$ cat config.mk
export PLATFORM = sky130hd
export DESIGN_NAME = cl_serie_ctrl_flat
export DESIGN_NICKNAME = d
export VERILOG_FILES = /design/src/rtl/cl_serie_ctrl_pkg.sv /design/src/rtl/cl_serie_ctrl_if.sv /design/src/rtl/cl_serie_ctrl_cell.sv /design/src/rtl/cl_serie_ctrl.sv /design/src/flat_wrapper.sv
export SDC_FILE = /design/constraint.sdc
export NUM_CORES = 1
export LEC_CHECK = 0
export CORE_UTILIZATION = 30
export DETAILED_ROUTE_END_ITERATION = 6
export SLEW_MARGIN = 20
export SYNTH_ARGS = -nofsm -noshare
export SYNTH_HDL_FRONTEND = slang
export SYNTH_SLANG_ARGS = --single-unit
$ cat constraint.sdc
create_clock -name clk -period 1.8 [get_ports clk]
set_input_delay 0.45 -clock clk [delete_from_list [all_inputs] [get_ports clk]]
set_output_delay 0.45 -clock clk [all_outputs]
set_load 0.01 [all_outputs]
$ cat src/rtl/cl_serie_ctrl_pkg.sv
// Shared types for the bit-serial logic unit: cell operation codes, controller states
// and the counter sizing helper.
package cl_serie_ctrl_pkg;

    // Operation order matches the select input of the cl cell mux.
    typedef enum logic [1:0] {
        OP_AND = 2'b00,
        OP_OR  = 2'b01,
        OP_XOR = 2'b10,
        OP_NOT = 2'b11
    } op_t;

    typedef enum logic [1:0] {
        ST_IDLE = 2'b00,
        ST_RUN  = 2'b01,
        ST_DONE = 2'b10
    } state_t;

    localparam int DEFAULT_WIDTH = 8;

    // Bit counter must hold WIDTH-1 and never collapse to zero bits.
    function automatic int cntWidth(input int width);
        return (width > 1) ? $clog2(width) : 1;
    endfunction

endpackage

$ cat src/rtl/cl_serie_ctrl_if.sv
// Requester-side handshake and operand bus of the bit-serial logic unit.
interface cl_serie_ctrl_if
    import cl_serie_ctrl_pkg::*;
#(
    parameter int WIDTH = DEFAULT_WIDTH
);
    logic             start;
    logic [WIDTH-1:0] a;
    logic [WIDTH-1:0] b;
    logic [1:0]       op;
    logic [WIDTH-1:0] result;
    logic             busy;
    logic             done;

    modport master (
        output start, a, b, op,
        input  result, busy, done
    );

    modport slave (
        input  start, a, b, op,
        output result, busy, done
    );

endinterface

$ cat src/rtl/cl_serie_ctrl_cell.sv
// Single-bit cl logic cell: a 4:1 mux over AND, OR, XOR and NOT(a).
module cl_serie_ctrl_cell
    import cl_serie_ctrl_pkg::*;
(
    input  logic i_a,
    input  logic i_b,
    input  op_t  i_s,
    output logic o_y
);

    always_comb begin
        o_y = 1'b0;
        case (i_s)
            OP_AND:  o_y = i_a & i_b;
            OP_OR:   o_y = i_a | i_b;
            OP_XOR:  o_y = i_a ^ i_b;
            default: o_y = ~i_a;
        endcase
    end

endmodule

$ cat src/rtl/cl_serie_ctrl.sv
// Bit-serial logic unit controller: feeds latched operands LSB first through one cl cell
// and reassembles the result, with a start/busy/done handshake.
module cl_serie_ctrl
    import cl_serie_ctrl_pkg::*;
#(
    parameter int WIDTH = DEFAULT_WIDTH
)(
    input  logic           clk,
    input  logic           rst_n,
    cl_serie_ctrl_if.slave bus
);

    localparam int CW = cntWidth(WIDTH);

    state_t           r_state;
    state_t           w_stateNext;
    logic [WIDTH-1:0] r_aSh;
    logic [WIDTH-1:0] r_bSh;
    logic [WIDTH-1:0] r_resSh;
    op_t              r_op;
    logic [CW-1:0]    r_cnt;
    logic             w_accept;
    logic             w_lastBit;
    logic             w_cellOut;

    assign w_lastBit  = (r_cnt == CW'(WIDTH - 1));
    assign bus.result = r_resSh;

    cl_serie_ctrl_cell u_cell (
        .i_a (r_aSh[0]),
        .i_b (r_bSh[0]),
        .i_s (r_op),
        .o_y (w_cellOut)
    );

    always_ff @(posedge clk or negedge rst_n) begin
        if (!rst_n) begin
            r_state <= ST_IDLE;
        end else begin
            r_state <= w_stateNext;
        end
    end

    // Start is honoured in IDLE and DONE only, so DONE can chain straight into RUN.
    always_comb begin
        w_stateNext = r_state;
        w_accept    = 1'b0;
        bus.busy    = 1'b0;
        bus.done    = 1'b0;
        case (r_state)
            ST_IDLE: begin
                if (bus.start) begin
                    w_accept    = 1'b1;
                    w_stateNext = ST_RUN;
                end
            end
            ST_RUN: begin
                bus.busy = 1'b1;
                if (w_lastBit) begin
                    w_stateNext = ST_DONE;
                end
            end
            ST_DONE: begin
                bus.done = 1'b1;
                if (bus.start) begin
                    w_accept    = 1'b1;
                    w_stateNext = ST_RUN;
                end else begin
                    w_stateNext = ST_IDLE;
                end
            end
            default: begin
                w_stateNext = ST_IDLE;
            end
        endcase
    end

    // Result bits enter at the MSB so the LSB-first stream lands in place after WIDTH shifts.
    always_ff @(posedge clk or negedge rst_n) begin
        if (!rst_n) begin
            r_aSh   <= '0;
            r_bSh   <= '0;
            r_resSh <= '0;
            r_op    <= OP_AND;
            r_cnt   <= '0;
        end else if (w_accept) begin
            r_aSh <= bus.a;
            r_bSh <= bus.b;
            r_op  <= op_t'(bus.op);
            r_cnt <= '0;
        end else if (r_state == ST_RUN) begin
            r_aSh   <= r_aSh >> 1;
            r_bSh   <= r_bSh >> 1;
            r_resSh <= WIDTH'({w_cellOut, r_resSh} >> 1);
            r_cnt   <= r_cnt + CW'(1);
        end
    end

endmodule

$ cat src/flat_wrapper.sv
// flat-port wrapper written by rule: the top's interface ports become plain ports
module cl_serie_ctrl_flat import cl_serie_ctrl_pkg::*;
#(
    parameter int WIDTH = DEFAULT_WIDTH
)
  (clk, rst_n, bus_start, bus_a, bus_b, bus_op, bus_result, bus_busy, bus_done);
  cl_serie_ctrl_if #(.WIDTH(WIDTH)) bus_i ();
  input  logic clk;
  input  logic rst_n;
  input wire logic [$bits(bus_i.start)-1:0] bus_start;
  input wire logic [$bits(bus_i.a)-1:0] bus_a;
  input wire logic [$bits(bus_i.b)-1:0] bus_b;
  input wire logic [$bits(bus_i.op)-1:0] bus_op;
  output wire logic [$bits(bus_i.result)-1:0] bus_result;
  output wire logic [$bits(bus_i.busy)-1:0] bus_busy;
  output wire logic [$bits(bus_i.done)-1:0] bus_done;
  assign bus_i.start = bus_start;
  assign bus_i.a = bus_a;
  assign bus_i.b = bus_b;
  assign bus_i.op = bus_op;
  assign bus_result = bus_i.result;
  assign bus_busy = bus_i.busy;
  assign bus_done = bus_i.done;
  cl_serie_ctrl #(.WIDTH(WIDTH)) u_core (.clk(clk), .rst_n(rst_n), .bus(bus_i));
endmodule
**Word level (Yosys, flattened, before mapping)**

Cells that the tools add are included.

- Flip-flop bits (word level): 31
- Input port bits: 21
- Output and inout port bits: 10
- Logic and storage cells: 40

- Add/sub/neg operators: 1
- Equal/unequal tests: 7
- Multiplexer cells: 15
- Bitwise operators: 5
- Reduce and logical (&&, ||, !) cells: 6

Operators with widths:

| cell | number |
|---|---|
| 2-to-1 mux 8 bit | 4 |
| 2-to-1 mux 3 bit | 2 |
| one-hot mux 2 bit (3 select lines) | 1 |
| 2-to-1 mux 1 bit | 5 |
| equality test 2 x 1 -> 1 bit, second input constant | 2 |
| equality test 2 bit, second input constant | 2 |
| zero test 2 bit | 2 |
| 2-to-1 mux 2 bit | 2 |
| AND reduction 2 bit | 2 |
| adder 3 x 1 -> 3 bit, second input constant | 1 |
| equality test 3 bit, second input constant | 1 |
| one-hot mux 1 bit (3 select lines) | 1 |
| != test 2 x 1 -> 1 bit, second input constant | 1 |
| != test 2 bit, second input constant | 1 |
| inverter 1 bit | 2 |
| nonzero test 2 bit | 1 |
| OR reduction 2 bit | 1 |
| AND 1 bit | 1 |
| OR 1 bit | 1 |
| bitwise XOR 1 bit | 1 |

**Longest topological paths before layout**

- Depth after elaboration: 5
- Gate-level depth with buffers: 7

**By module**

Synthesis repeated with hierarchy kept, for this count alone.

- Cell total of the unflattened synthesis: 136
- Area total of the unflattened synthesis: 1445.1 um^2

Modules (own cells, without submodules):

| module | instances | cells each | area an instance (um^2) | seq. area each (um^2) |
|---|---|---|---|---|
| cl_serie_ctrl | 1 | 130 | 1386.3 | 775.7 |
| cl_serie_ctrl_cell | 1 | 6 | 58.8 | 0.0 |

**Worst setup path before layout**

OpenSTA, ideal clock, no wires.

- Path type: register to output
- Start: register u_core.r_state[1]
- End: output port bus_busy
- Data arrival time: 0.941 ns
- Data required time: 1.350 ns
- Setup slack: 0.409 ns
- Stages on the path, launching flop included: 6
- Path buffers: 3
- Cells stage by stage: dfrtp_1 nand2b_1 buf_4 inv_2 buf_6 buf_4

- Cells in the longest elaborated chain, start to end: 2

RTL lines:

| what | RTL line | text |
|---|---|---|
| start: declaration | cl_serie_ctrl.sv:15 | `state_t r_state;` |
| start signal: assignment | cl_serie_ctrl.sv:40 | `r_state <= w_stateNext;` |
| equality test 2 x 1 -> 1 bit | cl_serie_ctrl.sv:50 | `case (r_state)` |
| 2-to-1 mux 1 bit | cl_serie_ctrl.sv:50 |  |
| end: declaration | flat_wrapper.sv:15 | `output wire logic [$bits(bus_i.busy)-1:0] bus_busy;` |

Every way passes these cells.

**Worst setup path in the final report**

- Start: register u_core.r_resSh[6] (netlist: u_core.bus.result[6])
- End: output port bus_result[6]

RTL lines:

| what | RTL line | text |
|---|---|---|
| start: declaration | cl_serie_ctrl.sv:19 | `logic [WIDTH-1:0] r_resSh;` |
| start signal: assignment | cl_serie_ctrl.sv:94 | `r_resSh <= WIDTH'({w_cellOut, r_resSh} >> 1);` |
| end: declaration | flat_wrapper.sv:14 | `output wire logic [$bits(bus_i.result)-1:0] bus_result;` |

No word-level cell between the ends.

==> out/qor.csv <==
metric;value;unit
syn_to_final_growth;32.97;%
crit_fanout;3;
hp-start;u_core.bus.result[0]$_DFFE_PN0P_;
synth.avg_cell_area;9.145;sq um
min_to;u_core.bus.result[0]$_DFFE_PN0P_;
crit_buf_inv;1;
fin_total_pwr;3.059;mW
yosysTopAreaCellShare;56.93;%
setup_viol;0;
port_buffers;30;
die_height;69.40;um
startpoint_type;register;
synth_compound_area_share;11.57;%
endpoint_kind;primary output;
path_clk_slew;0.06;ns
overflow;0;
diodes;0;
worstSkewPairLatency;0.28;ns
synth_mux_area_share;0;%
setup_slack;0.1379;ns
rrSetupSlack;0.42;ns
synthAdderAreaFrac;3.673;%
fill_cells;455;
yosysWarnings;0;
synth_cell_types;24;
htreeDepth;2;
drtIter0Drc;38;
r2r-start;u_core.r_state[1]$_DFFE_PN0P_;
cts.hold.buffers_added;0;
syn_area;1363;sq um
final_core_util;41.61;%
slowest_delay;0.55;ns
pre_cts_ws;0.1780;ns
post_cts_buffers;0;
seq_area_frac_synth;56.93;%
cap_violations;0;
synth-simple-area-share;22.41;%
netlist_top_cells_count;nand2_1, dfrtp_1, nor2_1, a31oi_1, buf_2;
die_area;4816;sq um
rr_endpoint;u_core.r_bSh[0]$_DFFE_PN0P_;
yosysMostFrequentCell;nand2_1;
cp_cell_sequence;clkdlybuf4s50_1;
place.gp.congestion;0.7383;
cp_top_family;buffers and inverters;
period_needed;1.662;ns
slew_viol_final;0;
skew;0.003176;ns
grt_setup_unrepaired;no;
min_period_over_period;92.34;%
clock_sinks;31;
post-synth-top-area-cell;dfrtp_1;
viasPerCell;4.711;
wl_per_cell;12.49;um
synthCells;149;
drc;0;
synth-edff-count;0;
grt_max_degree;32;
ys_async_sr_fraction;100.0;%
grt_pass1_wl;5347;um
io_pins;31;
synth_top_family_by_area;simple AND/OR/NAND/NOR gates;
drive_gt1_share;7.650;%
cts_made_buffers;5;
power_leakage;0.8541;nW
start_util;31.29;%
antenna_found_initial;0;
critPathKind;reg2out;
core_area;4354;sq um
tightest_slew;0.3957;ns
row_count;24;
synth_xor_xnor_area_share;0;%
cp.required;1.35;ns
cpMaxStageDelayCell;clkdlybuf4s50_1;
multi_input_area;513.0;sq um
power.density;1688;nW/um^2
ctsRootBufferMaster;clkbuf_8;
slew-limit-headroom;73.62;%
rr_worst_depth;5;
netlist_top_cells_area;dfrtp_1, nand2_1, a31oi_1, nor2_1, ha_1;
dieWidth;69.40;um
syn_nets;174;
ir_drop;0.8270;mV
clock_path_buffers;2;
hpwlAfterDp;1930;um
holdCritPathClass;reg2reg;
outcome;finished, final reports clean;
hold_depth;2;
postRouteAntennaNets;0;
drtPass1Iterations;5;
setup_tns;0;ns
wl;2935;um
arrival;1.21;ns
nets;207;
cts_tree;built;
grt_pass1_vias;1146;
num_vias;1107;
track_usage;14.27;%
synth-seq-cells;31;
fmax;0.6016;GHz
hold_violations;0;
seqCellArea;775.7;sq um
ys.flop_type;dfrtp_1;
-- how the worst max path moves through the flow --
stage	startpoint	endpoint	slack, ns	cells past startpoint
final	u_core.bus.result[6]$_DFFE_PN0P_	bus_result[6]	0.14	1
after global routing	u_core.bus.result[6]$_DFFE_PN0P_	bus_result[6]	0.07	1
after CTS	u_core.r_state[0]$_DFFE_PN0P_	bus_done	0.006	2
after detailed placement	bus_start	u_core.r_bSh[0]$_DFFE_PN0P_	0.18	4
after global placement	bus_start	u_core.r_bSh[0]$_DFFE_PN0P_	0.17	4
after floorplan	u_core.r_state[1]$_DFFE_PN0P_	bus_busy	0.41	5
-- flip-flops by register name (all words and copies together) (netlist names) --
name	flops
u_core.r_bSh	8
u_core.r_aSh	8
u_core.r_op	2
u_core.bus.result	8
u_core.r_cnt	3
u_core.r_state	2
-- worst reg2reg max path, stage by stage, from the launching register on --
cell and delay, ns:
dfrtp_1 0.37, nand2b_1 0.19, inv_2 0.07, buf_4 0.29
nor3_1 0.09, a221o_1 0.26
-- final cells by class --
type / count / share of cell area (%)
Sequential cell: 31 / 42.82
Multi-Input combinational cell: 105 / 28.31
Timing Repair Buffer: 36 / 19.13
Clock buffer: 8 / 5.525
Tap cell: 52 / 3.591
Inverter: 3 / 0.6215
-- metal layers --
metal / share of wire (%) / track usage [%] / vias to the layer above
met2: 44 / 20.60 / 32
li1: - / - / 552
met5: 0 / 0 / -
met3: 7.7 / 4.797 / 7
met4: 2.3 / 7.483 / 0
met1: 46 / 18.89 / 516
-- timing repair --
action / CTS / global route
cloned: 0 / 0
endpoints found under the setup margin: 1 / 1
pin swaps: 0 / 0
resized for setup: 1 / 1
-- placed cells by master (no fill, tap or decap), drive strengths merged --
master and n:
clkdlybuf4s50 28, a21oi 3, a221o 1, o21ai 2, a22o 2, o22ai 1
clkbuf 8, nor2 14, a211o 1, dfrtp 31, dlymetal6s2s 1, nor2b 2
nand2 55, nand3 2, ha 4, dlygate4sd2 1, and2 1, nand2b 2
a22oi 1, a31oi 12, nor3 1, o211ai 1, buf 6, inv 3
-- logic make-up (layout without fill, tap and decap cells) --
| family | count (synthesis) | count (layout) |
|---|---|---|
| simple gates | 77 | 77 |
| flops | 31 | 31 |
| compound gates | 24 | 24 |
| buf+inv | 13 | 47 |
| fa+ha+maj | 4 | 4 |
-- per-stage QoR --
step	cell area (sq um)	cells	hold WS [ns]
2_1_floorplan	1363	149	0.1544
3_3_place_gp	1710	227	0.4695
3_5_place_dp	1710	227	0.4661
4_1_cts	1809	235	0.4869
5_1_grt	1812	235	0.5387
6_report	1812	235	0.4807
-- where the power goes --
| part | internal, mW | total [mW] | switching [mW] |
|---|---|---|---|
| logic | 0.574 | 1.23 | 0.651 |
| clock network | 0.348 | 0.594 | 0.246 |
| registers | 1.03 | 1.24 | 0.210 |
No activity file was read; power rests on OpenSTA's default activity.
